### config.mk
export PLATFORM = sky130hd
export DESIGN_NAME = cnn_layer_accel_weight_cfg_loader
export DESIGN_NICKNAME = d
export VERILOG_FILES = /design/src/rtl/cnn_layer_accel_weight_cfg_loader.sv
export SDC_FILE = /design/constraint.sdc
export NUM_CORES = 1
export LEC_CHECK = 0
export BUFFER_PORTS_ARGS = -buffer_cell sky130_fd_sc_hd__buf_2
export CORE_MARGIN = 8
export CORE_UTILIZATION = 45
export DETAILED_ROUTE_END_ITERATION = 10
export GPL_TIMING_DRIVEN = 0
export PLACE_DENSITY = 0.75
export SYNTH_ARGS = -nofsm -noshare
export SYNTH_HDL_FRONTEND = slang
export SYNTH_SLANG_ARGS = --single-unit
export TNS_END_PERCENT = 30
### constraint.sdc
create_clock -name clk_core -period 1.7 [get_ports clk_core]
set_clock_uncertainty 0.1 [all_clocks]
set_input_delay 0.34 -clock clk_core [delete_from_list [all_inputs] [get_ports clk_core]]
set_output_delay 0.34 -clock clk_core [all_outputs]
set_load 0.01 [all_outputs]
### src/rtl/cnn_layer_accel_weight_cfg_loader.sv
// Weight configuration loader: streams 3x3 kernel weights from a valid/ready source into the
// CE weight table's configuration port, framing each load with job_accept/config_mode/job_done.
module cnn_layer_accel_weight_cfg_loader #(
   parameter int unsigned C_KERNEL_WORDS         = 9,
   parameter int unsigned C_MAX_BRAM_3X3_KERNELS = 16,
   parameter int unsigned C_CLG2_MAX_KERNELS     = $clog2(C_MAX_BRAM_3X3_KERNELS)
) (
   input  logic                          clk_core,
   input  logic                          rst,
   input  logic                          job_start,
   input  logic [C_CLG2_MAX_KERNELS-1:0] num_kernels,
   input  logic                          abort,
   input  logic                          wht_in_valid,
   input  logic [15:0]                   wht_in_data,
   output logic                          wht_in_ready,
   output logic                          job_accept,
   output logic                          config_mode,
   output logic                          wht_config_wren,
   output logic [15:0]                   wht_config_data,
   output logic                          job_busy,
   output logic                          job_done
);

   localparam int unsigned WordCntW = (C_KERNEL_WORDS > 1) ? $clog2(C_KERNEL_WORDS) : 1;
   localparam logic [WordCntW-1:0] LastWord = WordCntW'(C_KERNEL_WORDS - 1);

   typedef enum logic [2:0] {
      StIdle,
      StAccept,
      StLoad,
      StDrain,
      StDone
   } state_e;

   state_e                          state_q, state_d;
   logic [WordCntW-1:0]             word_cnt_q, word_cnt_d;
   logic [C_CLG2_MAX_KERNELS-1:0]   kern_cnt_q, kern_cnt_d;
   logic [C_CLG2_MAX_KERNELS-1:0]   last_k_q, last_k_d;
   logic                            job_accept_q, job_accept_d;
   logic                            config_mode_q, config_mode_d;
   logic                            wren_q, wren_d;
   logic [15:0]                     data_q, data_d;
   logic                            job_busy_q, job_busy_d;
   logic                            job_done_q, job_done_d;

   logic handshake;
   logic write_ok;

   assign wht_in_ready = (state_q == StLoad);
   assign handshake    = wht_in_ready && wht_in_valid;
   // An abort in the same cycle as a handshake drops that word.
   assign write_ok     = handshake && !abort;

   always_comb begin
      state_d    = state_q;
      word_cnt_d = word_cnt_q;
      kern_cnt_d = kern_cnt_q;
      last_k_d   = last_k_q;

      unique case (state_q)
         StIdle: begin
            if (job_start) begin
               state_d    = StAccept;
               last_k_d   = num_kernels;
               word_cnt_d = '0;
               kern_cnt_d = '0;
            end
         end
         StAccept: state_d = StLoad;
         StLoad: begin
            if (handshake) begin
               if (word_cnt_q == LastWord) begin
                  word_cnt_d = '0;
                  // Final kernel: hold kern_cnt at last_k so it can never overflow.
                  if (kern_cnt_q == last_k_q) begin
                     state_d = StDrain;
                  end else begin
                     kern_cnt_d = kern_cnt_q + 1'b1;
                  end
               end else begin
                  word_cnt_d = word_cnt_q + 1'b1;
               end
            end
         end
         StDrain: state_d = StDone;
         StDone:  state_d = StIdle;
         default: state_d = StIdle;
      endcase

      if (abort && (state_q != StIdle)) begin
         state_d = StIdle;
      end
   end

   // Outputs are registered from the next state so they line up with the state they describe.
   always_comb begin
      job_accept_d  = (state_d == StAccept);
      config_mode_d = (state_d == StAccept) || (state_d == StLoad) || (state_d == StDrain);
      job_busy_d    = (state_d != StIdle);
      job_done_d    = (state_d == StDone);
      wren_d        = write_ok;
      data_d        = write_ok ? wht_in_data : data_q;
   end

   always_ff @(posedge clk_core) begin
      if (rst) begin
         state_q       <= StIdle;
         word_cnt_q    <= '0;
         kern_cnt_q    <= '0;
         last_k_q      <= '0;
         job_accept_q  <= 1'b0;
         config_mode_q <= 1'b0;
         wren_q        <= 1'b0;
         data_q        <= 16'h0000;
         job_busy_q    <= 1'b0;
         job_done_q    <= 1'b0;
      end else begin
         state_q       <= state_d;
         word_cnt_q    <= word_cnt_d;
         kern_cnt_q    <= kern_cnt_d;
         last_k_q      <= last_k_d;
         job_accept_q  <= job_accept_d;
         config_mode_q <= config_mode_d;
         wren_q        <= wren_d;
         data_q        <= data_d;
         job_busy_q    <= job_busy_d;
         job_done_q    <= job_done_d;
      end
   end

   assign job_accept      = job_accept_q;
   assign config_mode     = config_mode_q;
   assign wht_config_wren = wren_q;
   assign wht_config_data = data_q;
   assign job_busy        = job_busy_q;
   assign job_done        = job_done_q;

endmodule

==> results.md, run 1 <==
* Status: finished, violations left
* Violated checks: setup timing
* Multi-input logic area at 756 sq um
* FMAX at 563 MHz
* Hold_buf cts at 0
* Post-synth top area share at 0.479
* Fillers at 316
* RSZ-0062 raised after global routing: true
* Htree depth at 2
* DRC at 0
* TNS Setup at -0.383 ns
* Post-synth top flop: dfxtp_1
* Most frequent cells in the layout: buf_2 (47), nand2_1 (46), dfxtp_1 (31)
* TritonCTS Buffers at 5
* Via density at 5.15
* Flip-flop and latch area at 729 sq um
* Final number of setup-violating endpoints at 11
* Crit path cell chain: or3b_4 > inv_2 > buf_6
* Gpl congestion at 0.794
* Clk pwr share at 0.321
* First-pass GRT wire length at 5890 um
* Yosys reg bits at 36
* Hold_sp: wht_in_data[1]
* Pwr dens at 792 nW/um^2
* Synth warn at 0
* Fin nets at 259
* Period utilisation layout at 1.05
* Share of cells above drive strength 1 at 0.332
* DPL Wire Length at 2660 um
* Placed insts at 270
* Pint at 0.00112 W
* Synthesis-to-finish area growth at 26.8%
* VDD IR-drop max at 0.566 mV
* Core ar. at 3280 sq um
* Syn Nets at 206
* Clock-pin slew on the worst setup and hold paths at 0.11 ns
* Final core occ at 0.581
* Total gr overflow at 0
* Total number of vias at 1433
* Sw frac at 0.256
* HP Class: input port to flip-flop
* Seq/Total Area, Yosys at 0.479
* Post-route insts no fill at 278
* Startpoint Class: flip-flop
* Max-slew headroom at 0.679
* DP Worst Slack at -0.0895 ns
* Starting Density at 0.458
* Syn Inst Count at 178
* Leakage Power at 0.817 nW
* Crit path DAT at 1.34 ns
* Die Area at 5450 sq um
* Post-synthesis async set-or-reset flop share at 0
* WP data required at 1.26 ns
* Cell Area, Placed at 1790 sq um
* Cell Rows at 21
* Post-synth top area cell: dfxtp_1
* Hold depth at 3
* Worst r2r src: state_q[0]
* Min Tclk post-route at 1.78 ns
* CP max-delay cell: or3b_4
* R2R Setup Slk at -0.06 ns
* Drt wl/cell at 13.1 um
* Worst R2R Path Depth at 4
* Largest net degree at the start of global routing at 12
* Vias in the first global route at 1424
* Reg2reg end: kern_cnt_q[0]
* Post-synth cell types at 37
* Input/output buffers at 46
* Seq pwr share at 0.580
* Clock Tree Buf Depth at 2
* Fin. max-slew vios at 0
* CP Launch Point: state_q[0]
* Setup crit end kind: primary output
* Initial antenna violation count at 0
* Initial drt markers at 39
* Synth Cell Area at 1500 sq um
* DIE HEIGHT at 73.8 um
* Gr usage total at 0.139
* Die X at 73.8 um
* Clock sinks at 36
* Comb power frac at 0.100
* EDFF count, synth at 0
* WL final at 3650 um
* I/O pins at 47
* Post-Syn Area per Cell at 8.45 sq um
* Number of detailed-route iterations in the first pass at 6
* Switch Pwr at 0.000387 W
* Number of diodes at 0
* Root Driver: clkbuf_4
* Hold EP: wht_config_data[1]
* Crit Path Category: flip-flop to primary output
* Post-route ant nets at 0
* Slew @ Worst Pin at 0.482 ns
* Commonest non-fill, non-tap cell in the layout: buf_2
* Worst-path maximum fanout at 10
* Synth top area cells: dfxtp_1 (48%), nand2_1 (11%), a21oi_1 (9.3%)
* MaxCap Viol Count at 0
* Fin worst setup slack at -0.0777 ns
* Slowest stage delay, CP at 0.41 ns
* Worst skew pair latency at 0.34 ns
* Post-route cell area at 1910 sq um
* Final hold vios at 0
* CTS tree: built
synth_stat cells, drive strengths merged (2+ instances only):
| cell type | n |
|---|---|
| a21oi | 28 |
| and3 | 2 |
| buf | 6 |
| clkbuf | 3 |
| dfxtp | 36 |
| ha | 3 |
| inv | 3 |
| mux2i | 2 |
| nand2 | 46 |
| nand3 | 6 |
| nand4 | 2 |
| nor2 | 5 |
| nor3 | 2 |
| nor4 | 4 |
| o211ai | 2 |
| o21ai | 3 |
| or3 | 4 |
| or3b | 2 |
| or4 | 2 |
| xor2 | 5 |
worst max-delay path, delay by kind of cell (launching register included):
kind | cells | cell delay, ns
simple gates | 1 | 0.41
flops | 1 | 0.40
buf+inv | 2 | 0.18
area by class of cell:
cell class	count	area share
multi-input combinational	130	0.396
sequential	36	0.383
timing repair buffer	49	0.136
tap	46	0.0302
clock buffer	6	0.0269
buffer	6	0.0171
inverter	3	0.00591
clock inverter	2	0.00525
logic make-up after synthesis:
family | count (synthesis) | share of synthesized area
muxes | 3 | 0.0208
and+or+nand+nor | 82 | 0.273
AOI/OAI and AO/OA | 37 | 0.135
adders and majority gates | 3 | 0.0250
buffers and inverters | 12 | 0.0383
xor gates and xnor gates | 5 | 0.0291
DFF | 36 | 0.479
metrics by stage:
stage               hold slack, ns  total power (W)
floorplan                    0.348         0.000972
global placement             0.338          0.00103
detailed placement           0.345          0.00103
CTS                         0.0990          0.00153
global route                 0.100          0.00157
finish                       0.118          0.00151
power groups by stage:
stage	combinational [W]	clock, W	sequential, W
floorplan	0.0000789	0	0.000893
global placement	0.000143	0	0.000889
detailed placement	0.000144	0	0.000890
CTS	0.000148	0.000502	0.000876
global route	0.000166	0.000530	0.000879
finish	0.000150	0.000484	0.000876
registers in the layout (all words and copies together), names as in the netlist, 3 cells and up:
signal           cells
kern_cnt_q           4
last_k_q             4
state_q              3
wht_config_data     16
word_cnt_q           4
how the worst max path moves through the flow:
stage	slack [ns]	endpoint	depth (start not counted)
floorplan	0.07	wht_config_data[0]	6
global placement	-0.1	wht_config_data[11]	6
detailed placement	-0.09	wht_config_data[0]	6
CTS	-0.1	wht_in_ready	4
global route	-0.13	kern_cnt_q[0]	4
finish	-0.08	wht_in_ready	3
routing by layer:
layer,vias to the layer above,wire [um],part of all wire,track usage
li1,720,-,-,-
met1,657,1490,0.41,0.136
met2,47,1710,0.47,0.231
met3,9,375,0.10,0.0791
met4,0,81,0.022,0.0687
met5,-,0,0,0
repair_timing:
item / CTS / global route
setup endpoints to repair: 16 / 17
hold endpoints to repair: 0 / 0
gates resized for setup: 8 / 5
pin swaps: 1 / 1
buffers inserted: 3 / 0
Power figures use the tool's default switching activity.
==> run 2, diff against run 1 <==
BUFFER_PORTS_ARGS = -buffer_cell sky130_fd_sc_hd__buf_4   (was -buffer_cell sky130_fd_sc_hd__buf_2)
==> run 2 against run 1 <==
Net effect: the run still ends with setup timing left; register-to-register slack better by 0.05 ns; fmax up 3.2%; critical path depth is the same; non-clock buffer count up 6; sequential share of layout area fell by 3.9 points; critical path type unchanged; highest routed layer unchanged.
==> results.md, run 2 (same netlist as run 1, synthesis figures left out) <==
* Fin. max-slew vios at 0
* Core ar. at 3280 sq um
* Leakage Power at 0.889 nW
* Starting Density at 0.458
* Htree depth at 2
* Gpl congestion at 0.877
* Hold depth at 3
* Cell Rows at 21
* Hold_sp: wht_in_data[15]
* VDD IR-drop max at 0.534 mV
* Initial drt markers at 76
* CP delay by family, top: simple AND/OR/NAND/NOR gates
* Initial antenna violation count at 0
* Clock Tree Buf Depth at 2
* Largest net degree at the start of global routing at 12
* Min Tclk post-route at 1.72 ns
* Crit path cell chain: or3b_4 > inv_4 > buf_6
* Input/output buffers at 46
* Final core occ at 0.649
* Total gr overflow at 0
* DPL Wire Length at 2720 um
* Via density at 5.04
* Setup crit end kind: primary output
* Most frequent cells in the layout: buf_4 (54), nand2_1 (46), dfxtp_1 (31)
* Worst skew pair latency at 0.35 ns
* I/O pins at 47
* Period utilisation layout at 1.01
* Vias in the first global route at 1414
* Number of flip-flops in the largest register at 16
* HP Class: input port to flip-flop
* Number of diodes at 0
* Cell Area, Placed at 1910 sq um
* Hold_buf cts at 0
* Post-route ant nets at 0
* Fin nets at 265
* RSZ-0062 raised after global routing: true
* Placed insts at 270
* Crit path DAT at 1.28 ns
* Die X at 73.8 um
* Post-route cell area at 2130 sq um
* Die Area at 5450 sq um
* Root Driver: clkbuf_4
* Violated checks: setup timing
* Synthesis-to-finish area growth at 41.7%
* Worst r2r src: state_q[2]
* Share of cells above drive strength 1 at 0.357
* Clock-pin slew on the worst setup and hold paths at 0.11 ns
* Total number of vias at 1431
* TritonCTS Buffers at 5
* CP max-delay cell: or3b_4
* Crit Path Category: flip-flop to primary output
* CTS tree: built
* Slew @ Worst Pin at 0.463 ns
* First-pass GRT wire length at 6220 um
* Clock sinks at 36
* Gr usage total at 0.148
* Number of detailed-route iterations in the first pass at 4
* Post-route insts no fill at 284
* Worst R2R Path Depth at 4
* Tot Pwr at 0.00165 W
* DRC at 0
* Final hold vios at 0
* Critical Path Stages at 3
* Worst-path maximum fanout at 5
* Slowest stage delay, CP at 0.40 ns
* Status: finished, violations left
* Commonest non-fill, non-tap cell in the layout: buf_4
* WL final at 3840 um
* Max-slew headroom at 0.687
* MaxCap Viol Count at 0
* TNS Setup at -0.0353 ns
* Startpoint Class: flip-flop
* FMAX at 581 MHz
* DIE HEIGHT at 73.8 um
* Pwr dens at 776 nW/um^2
* Fin worst setup slack at -0.0219 ns
* Bufs and invs on worst path at 2
* Final number of setup-violating endpoints at 2
* WP data required at 1.26 ns
* CP Launch Point: state_q[2]
* Drt wl/cell at 13.5 um
## run 2: changes by cell type in the layout (fill, tap and decap cells not counted), moves of 2 or more
cell,change
buf_4,+51
buf_2,-47
or4_1,-2
or4_4,+2
## run 2: repair_timing
item,CTS,global route
buffers inserted,5,5
endpoints found under the setup margin,15,6
pin swaps,1,4
gates resized for setup,11,14
## run 2: through the flow
stage / hold slack (ns) / setup slack (ns)
3_3_place_gp: 0.342 / -0.0990
4_1_cts: 0.107 / -0.0829
6_report: 0.121 / -0.0219
3_5_place_dp: 0.350 / -0.143
5_1_grt: 0.0964 / -0.0676
2_1_floorplan: 0.348 / 0.0681
## run 2: final timing paths
path / to / slack, ns
min: wht_config_data[15] / 0.12
max reg2reg: kern_cnt_q[0] / -0.01
max: wht_in_ready / -0.02
min reg2reg: wht_config_data[13] / 0.36
## run 2: layer usage
| layer | up-vias | share of wire | GRT usage |
|---|---|---|---|
| met2 | 36 | 0.47 | 0.228 |
| met5 | - | 0 | 0 |
| met3 | 8 | 0.098 | 0.0941 |
| met1 | 655 | 0.41 | 0.158 |
| met4 | 0 | 0.020 | 0.0599 |
| li1 | 732 | - | - |
## run 2: layout make-up
type                            instances  area, sq um
Multi-Input combinational cell        130          781
Clock buffer                            6         41.3
Inverter                                3         13.8
Buffer                                  5         30.0
Sequential cell                        36          732
Fill cell                             309         1150
Clock inverter                          2         35.0
Timing Repair Buffer                   56          440
Tap cell                               46         57.6
## run 2: worst reg2reg max path, cell delays in order, from the launching register on
cell,delay [ns]
dfxtp_4,0.38
or3b_4,0.41
buf_6,0.14
or4_4,0.51
a21oi_2,0.14
## run 2: report_power, final
group	switching, W	leakage [nW]	total [W]	internal, W
combinational	0.0000956	0.552	0.000191	0.0000951
clock	0.000284	0.0422	0.000592	0.000308
sequential	0.0000105	0.295	0.000871	0.000860
total	0.000390	0.889	0.00165	0.00126
